### config.mk
export PLATFORM = sky130hd
export DESIGN_NAME = line_mem_adapter
export DESIGN_NICKNAME = d
export VERILOG_FILES = /design/src/rtl/line_mem_adapter.sv
export SDC_FILE = /design/constraint.sdc
export NUM_CORES = 1
export LEC_CHECK = 0
export ABC_AREA = 1
export BUFFER_PORTS_ARGS = -buffer_cell sky130_fd_sc_hd__buf_2
export CAP_MARGIN = 20
export CORE_AREA = 2 2 170 172
export CTS_CLUSTER_SIZE = 14
export DETAILED_ROUTE_END_ITERATION = 10
export DIE_AREA = 0 0 172 174
export HOLD_SLACK_MARGIN = 0.15
export PLACE_DENSITY = 0.76
export REMOVE_ABC_BUFFERS = 1
export SYNTH_ARGS = -nofsm -noshare
export SYNTH_HDL_FRONTEND = slang
export SYNTH_SLANG_ARGS = --single-unit
### constraint.sdc
create_clock -name clk -period 11.8 [get_ports clk]
set_input_delay 1.77 -clock clk [delete_from_list [all_inputs] [get_ports clk]]
set_output_delay 1.77 -clock clk [all_outputs]
set_load 0.02 [all_outputs]
### src/rtl/line_mem_adapter.sv
// Cache-line to RAM word adapter: splits one line fill or writeback into
// LINE_WORDS single-word RAM transactions, with at most one outstanding.
module line_mem_adapter #(
    parameter int ADDR_WIDTH = 32,
    parameter int WORD_WIDTH = 32,
    parameter int LINE_WORDS = 4
) (
    input  logic                             clk,
    input  logic                             RESET,
    input  logic                             req_valid,
    output logic                             req_ready,
    input  logic                             req_rw,
    input  logic [ADDR_WIDTH-1:0]            req_addr,
    input  logic [LINE_WORDS*WORD_WIDTH-1:0] req_data,
    output logic                             resp_valid,
    output logic [LINE_WORDS*WORD_WIDTH-1:0] resp_data,
    output logic [ADDR_WIDTH-1:0]            ram_read_addr,
    output logic                             ram_read_addr_valid,
    input  logic                             ram_read_addr_ready,
    input  logic [WORD_WIDTH-1:0]            ram_read_data,
    input  logic                             ram_read_data_valid,
    output logic [ADDR_WIDTH-1:0]            ram_write_addr,
    output logic [WORD_WIDTH-1:0]            ram_write_data,
    output logic                             ram_write_addr_valid,
    input  logic                             ram_write_addr_ready,
    input  logic                             ram_write_resp_valid,
    output logic [WORD_WIDTH/8-1:0]          ram_strobe,
    output logic [1:0]                       ram_size,
    output logic [2:0]                       dbg_state
);

    localparam int LW       = LINE_WORDS * WORD_WIDTH;
    localparam int WB_BITS  = $clog2(WORD_WIDTH / 8);
    localparam int CNT_W    = $clog2(LINE_WORDS);
    localparam int OFF_MASK = LW / 8 - 1;

    typedef enum logic [2:0] {
        IDLE    = 3'd0,
        RD_ADDR = 3'd1,
        RD_DATA = 3'd2,
        WR_ADDR = 3'd3,
        WR_RESP = 3'd4,
        DONE    = 3'd5
    } state_t;

    state_t                state;
    logic [CNT_W-1:0]      cnt;
    logic [ADDR_WIDTH-1:0] base_q;
    logic [ADDR_WIDTH-1:0] req_base;
    logic [ADDR_WIDTH-1:0] word_addr;
    logic [LW-1:0]         line_buf;
    logic                  last;

    // Handshakes: a transfer happens on a rising edge where valid and ready are
    // both high; once raised, valid and its payload stay stable until accepted.
    assign req_base       = req_addr & ~ADDR_WIDTH'(OFF_MASK);
    assign word_addr      = base_q + (ADDR_WIDTH'(cnt) << WB_BITS);
    assign last           = (cnt == CNT_W'(LINE_WORDS - 1));
    assign ram_read_addr  = word_addr;
    assign ram_write_addr = word_addr;
    assign ram_write_data = line_buf[int'(cnt)*WORD_WIDTH +: WORD_WIDTH];
    assign ram_strobe     = '1;
    assign ram_size       = 2'b10;
    assign dbg_state      = state;

    always_ff @(posedge clk or posedge RESET) begin
        if (RESET) begin
            state                <= IDLE;
            cnt                  <= '0;
            base_q               <= '0;
            line_buf             <= '0;
            resp_data            <= '0;
            resp_valid           <= 1'b0;
            req_ready            <= 1'b1;
            ram_read_addr_valid  <= 1'b0;
            ram_write_addr_valid <= 1'b0;
        end else begin
            resp_valid <= 1'b0;
            case (state)
                IDLE: begin
                    if (req_valid) begin
                        base_q    <= req_base;
                        line_buf  <= req_data;
                        cnt       <= '0;
                        req_ready <= 1'b0;
                        if (req_rw) begin
                            state                <= WR_ADDR;
                            ram_write_addr_valid <= 1'b1;
                        end else begin
                            state               <= RD_ADDR;
                            ram_read_addr_valid <= 1'b1;
                        end
                    end
                end
                RD_ADDR: begin
                    if (ram_read_addr_ready) begin
                        ram_read_addr_valid <= 1'b0;
                        state               <= RD_DATA;
                    end
                end
                RD_DATA: begin
                    if (ram_read_data_valid) begin
                        // The fill line is assembled in place in resp_data.
                        resp_data[int'(cnt)*WORD_WIDTH +: WORD_WIDTH] <= ram_read_data;
                        if (last) begin
                            state      <= DONE;
                            resp_valid <= 1'b1;
                        end else begin
                            cnt                 <= cnt + 1'b1;
                            ram_read_addr_valid <= 1'b1;
                            state               <= RD_ADDR;
                        end
                    end
                end
                WR_ADDR: begin
                    if (ram_write_addr_ready) begin
                        ram_write_addr_valid <= 1'b0;
                        state                <= WR_RESP;
                    end
                end
                WR_RESP: begin
                    if (ram_write_resp_valid) begin
                        if (last) begin
                            state      <= DONE;
                            resp_valid <= 1'b1;
                        end else begin
                            cnt                  <= cnt + 1'b1;
                            ram_write_addr_valid <= 1'b1;
                            state                <= WR_ADDR;
                        end
                    end
                end
                DONE: begin
                    state     <= IDLE;
                    req_ready <= 1'b1;
                end
                default: begin
                    state                <= IDLE;
                    req_ready            <= 1'b1;
                    ram_read_addr_valid  <= 1'b0;
                    ram_write_addr_valid <= 1'b0;
                end
            endcase
        end
    end

endmodule

==> reports/results.tsv <==
stage	metric	value	unit
cts	clock-pin slew on the worst setup and hold paths	0.06	ns
worst_setup_path	r2r setup slk	7.67	ns
worst_hold_path	worst hold path type	reg -> reg	
worst_hold_path	Hold Path Cell Cnt	2	
sta	Min Hold Slack	0.472	ns
logic_synthesis	area share of the largest cell type after synthesis	54.6	%
logic_synthesis	Synth Instances	1640	
layout	post-route cell area	16300	um2
sta	Final Skew	0.00874	ns
layout	layout cells sized above 1	25.1	%
worst_setup_path	Worst Reg-to-Reg Cells	10	
logic_synthesis	most common cell in the netlist	nand2_1	
drt	Antenna Violating Nets Remaining	0	
layout	area delta synth->final	22.2	%
worst_setup_path	crit path cell chain	inv_4 > buf_4 > o21ai_0 > o22ai_1 > buf_2	
cts	Sink Count	293	
floorplan	Die X	172	um
cts	worst-skew pair later-pin latency	0.56	ns
drt	DRC viols	0	
sta	Fin. Hold Viols	0	
layout	fill count	2604	
logic_synthesis	Main synth FF type	dfrtp_1	
logic_synthesis	top cells by count, synth	537 x nand2_1, 292 x dfrtp_1, 262 x o21ai_0	
power_and_ir_drop	Power Dens Cells	265	nW/um2
logic_synthesis	EDFF count, synth	0	
logic_synthesis	Seq cells post-synth	293	
sta	RSZ-0062 raised after global routing	no	
sta	Pins Over Slew Limit	0	
drt	post-DR wirelength/cell	16.8	um
sta	Fin Setup TNS	0	ns
power_and_ir_drop	Lkg Pwr	9.03	nW
place	placed cell area	15300	um2
global_route	GRT Residual Overflow	0	
cts	hold buffers post-CTS	0	
logic_synthesis	Seq/Total Area, Yosys	54.8	%
floorplan	die area	29900	um2
floorplan	CORE AREA	28200	um2
logic_synthesis	Mean Syn Cell Area	8.15	um2
sta	worst-margin pin slew	1.03	ns
floorplan	die height	174	um
worst_setup_path	CP peak stage delay	0.84	ns
logic_synthesis	Post-Synthesis Cell Area	13400	um2
global_route	gr usage total	26.2	%
drt	vias post-DR	12600	
place	Final Wtd Congestion	0.856	
floorplan	Initial Utilization	47.4	%
sta	Tmin final	5.01	ns
cts	CTS H-tree depth	1	
worst_hold_path	Hold Crit Start	ram_write_addr_valid	
floorplan	row cnt	62	
worst_setup_path	FF-to-FF Start	cnt[0]	
drt	final WL	39700	um
worst_setup_path	Worst Setup End Kind	output port	
cts	CTS tree	done	
logic_synthesis	asr flop ratio synth	100	%
global_route	initial antenna violation count	7	
power_and_ir_drop	total power	4.33	mW
cts	Setup Buffers After CTS	0	
logic_synthesis	Synth Warn #	0	
sta	Final setup viols	0	
cts	post-cts resize count	0	
place	DP Wirelength	25000	um
place	Port Buffers	422	
worst_setup_path	slowest stage cell, crit path	buf_4	
status	outcome	finished, final reports clean	
drt	initial drt markers	1033	
sta	slew margin rel.	30.9	%
power_and_ir_drop	worst vdd ir	178	uV
worst_setup_path	Setup crit start kind	flip-flop	
global_route	number of global-route vias before repair	12400	
worst_setup_path	Crit path arrival time	3.24	ns
logic_synthesis	top cell type by total area after synthesis	dfrtp_1	
worst_setup_path	Top delay family on crit path	buffers and inverters	
layout	non-filler cells, final	2369	
place	dpl cells	2308	
drt	Vias per Instance	5.34	
cts	CTS Buf Count	30	
worst_setup_path	Crit Path Class	reg -> out	
drt	Pre-antenna DRT Iters	5	
global_route	largest net degree at the start of global routing	145	
logic_synthesis	synth unique cells	24	
worst_hold_path	Min-Delay Endpoint	ram_write_addr_valid	
worst_setup_path	Critical Path RT	10.03	ns
cts	root buf cell	clkbuf_16	
worst_setup_path	Critical path buffers and inverters	3	
worst_setup_path	CP Depth	5	
run	maxcap violations	0	
logic_synthesis	ranking of synthesized cells by area	dfrtp_1 55%, nand2_1 15%, o21ai_0 9.8%, nand3_1 5.1%, buf_4 2.5%	
sta	fmax	200	MHz
global_route	first-pass GRT wire length	63500	um
sta	share of the clock period used by the worst path	42.4	%
worst_setup_path	CP max FO	88	
worst_setup_path	RR Endpoint	resp_data[84]	
cts	CTS Buffer Depth	3	
layout	Nets	2164	
floorplan	# IOs	437	
-- sequential cells by signal, indices dropped and copies added (netlist names) --
| signal | flops |
|---|---|
| base_q | 28 |
| cnt | 2 |
| dbg_state | 3 |
| line_buf | 128 |
| ram_read_addr_valid | 1 |
| ram_write_addr_valid | 1 |
| req_ready | 1 |
| resp_data | 128 |
| resp_valid | 1 |
-- stage by stage --
stage / setup WS (ns) / utilization (%)
2_1_floorplan: 1.94 / -
3_3_place_gp: 7.45 / 54.2
3_5_place_dp: 7.41 / 54.3
4_1_cts: 6.82 / 57.6
5_1_grt: 6.59 / 57.9
6_report: 6.79 / 57.9
-- worst max-delay path by stage --
stage / from / to
after floorplan: RESET / base_q[10]
after global placement: cnt[0] / ram_write_data[1]
after detailed placement: cnt[0] / ram_write_data[28]
after CTS: cnt[0] / ram_write_data[28]
after global routing: cnt[0] / ram_write_data[28]
final: cnt[0] / ram_write_data[28]
-- power by group --
group / internal [mW] / total, mW / switching (mW) / leakage (nW)
clock: 0.542 / 0.933 / 0.392 / 0.459
sequential: 1.32 / 1.50 / 0.186 / 3.81
combinational: 0.540 / 1.89 / 1.35 / 4.75
total: 2.40 / 4.33 / 1.93 / 9.03
-- metal layers --
layer | global-route usage [%] | vias to the layer above | part of all wire (%)
met1 | 32.0 | 6012 | 39
met2 | 44.7 | 596 | 49
li1 | - | 5940 | -
met4 | 10.6 | 0 | 3.5
met5 | 0 | - | 0
met3 | 6.01 | 93 | 9.1
-- cell usage in the layout (no fill, tap or decap), types with 2 or more instances in the layout --
master,n
a21oi_1,2
nor2_2,2
nor2_1,87
nand2_1,537
buf_4,13
ha_1,6
o21ai_0,262
clkbuf_8,3
inv_2,2
clkbuf_16,31
diode_2,7
o21ai_1,58
bufinv_16,2
nand3b_1,2
nand3_1,136
nor2_4,6
buf_2,422
dfrtp_1,291
conb_1,10
clkinv_2,3
buf_16,2
clkbuf_1,13
nand2_2,3
inv_4,2
o22ai_1,32
inv_1,43
-- logic make-up after synthesis --
| logic type | Yosys count | synth area share (%) |
|---|---|---|
| AO/OA/AOI/OAI | 355 | 13.6 |
| adder cells (fa/ha/maj) | 6 | 0.561 |
| buffers and inverters | 209 | 7.46 |
| flip-flops | 293 | 54.8 |
| other | 2 | 0.0562 |
| AND/OR/NAND/NOR | 775 | 23.5 |
-- worst reg2reg max path, cell delays in order (launching register included) --
cell,delay [ns]
dfrtp_4,0.70
inv_4,0.41
buf_4,0.86
ha_1,0.37
inv_1,0.08
nor2_2,0.07
buf_4,0.36
inv_1,0.16
nor2_4,0.62
nand3_1,0.24
o21ai_1,0.18
-- final cells by class --
type	count	area (um2)	area share (%)
Antenna cell	7	17.5	0.107
Clock inverter	5	75.1	0.459
Sequential cell	293	7340	44.9
Multi-Input combinational cell	1146	5090	31.1
Clock buffer	47	866	5.30
Inverter	49	196	1.20
Timing Repair Buffer	438	2280	14.0
Tap cell	384	480	2.94
Note: power is estimated with default switching activity, not from simulation.
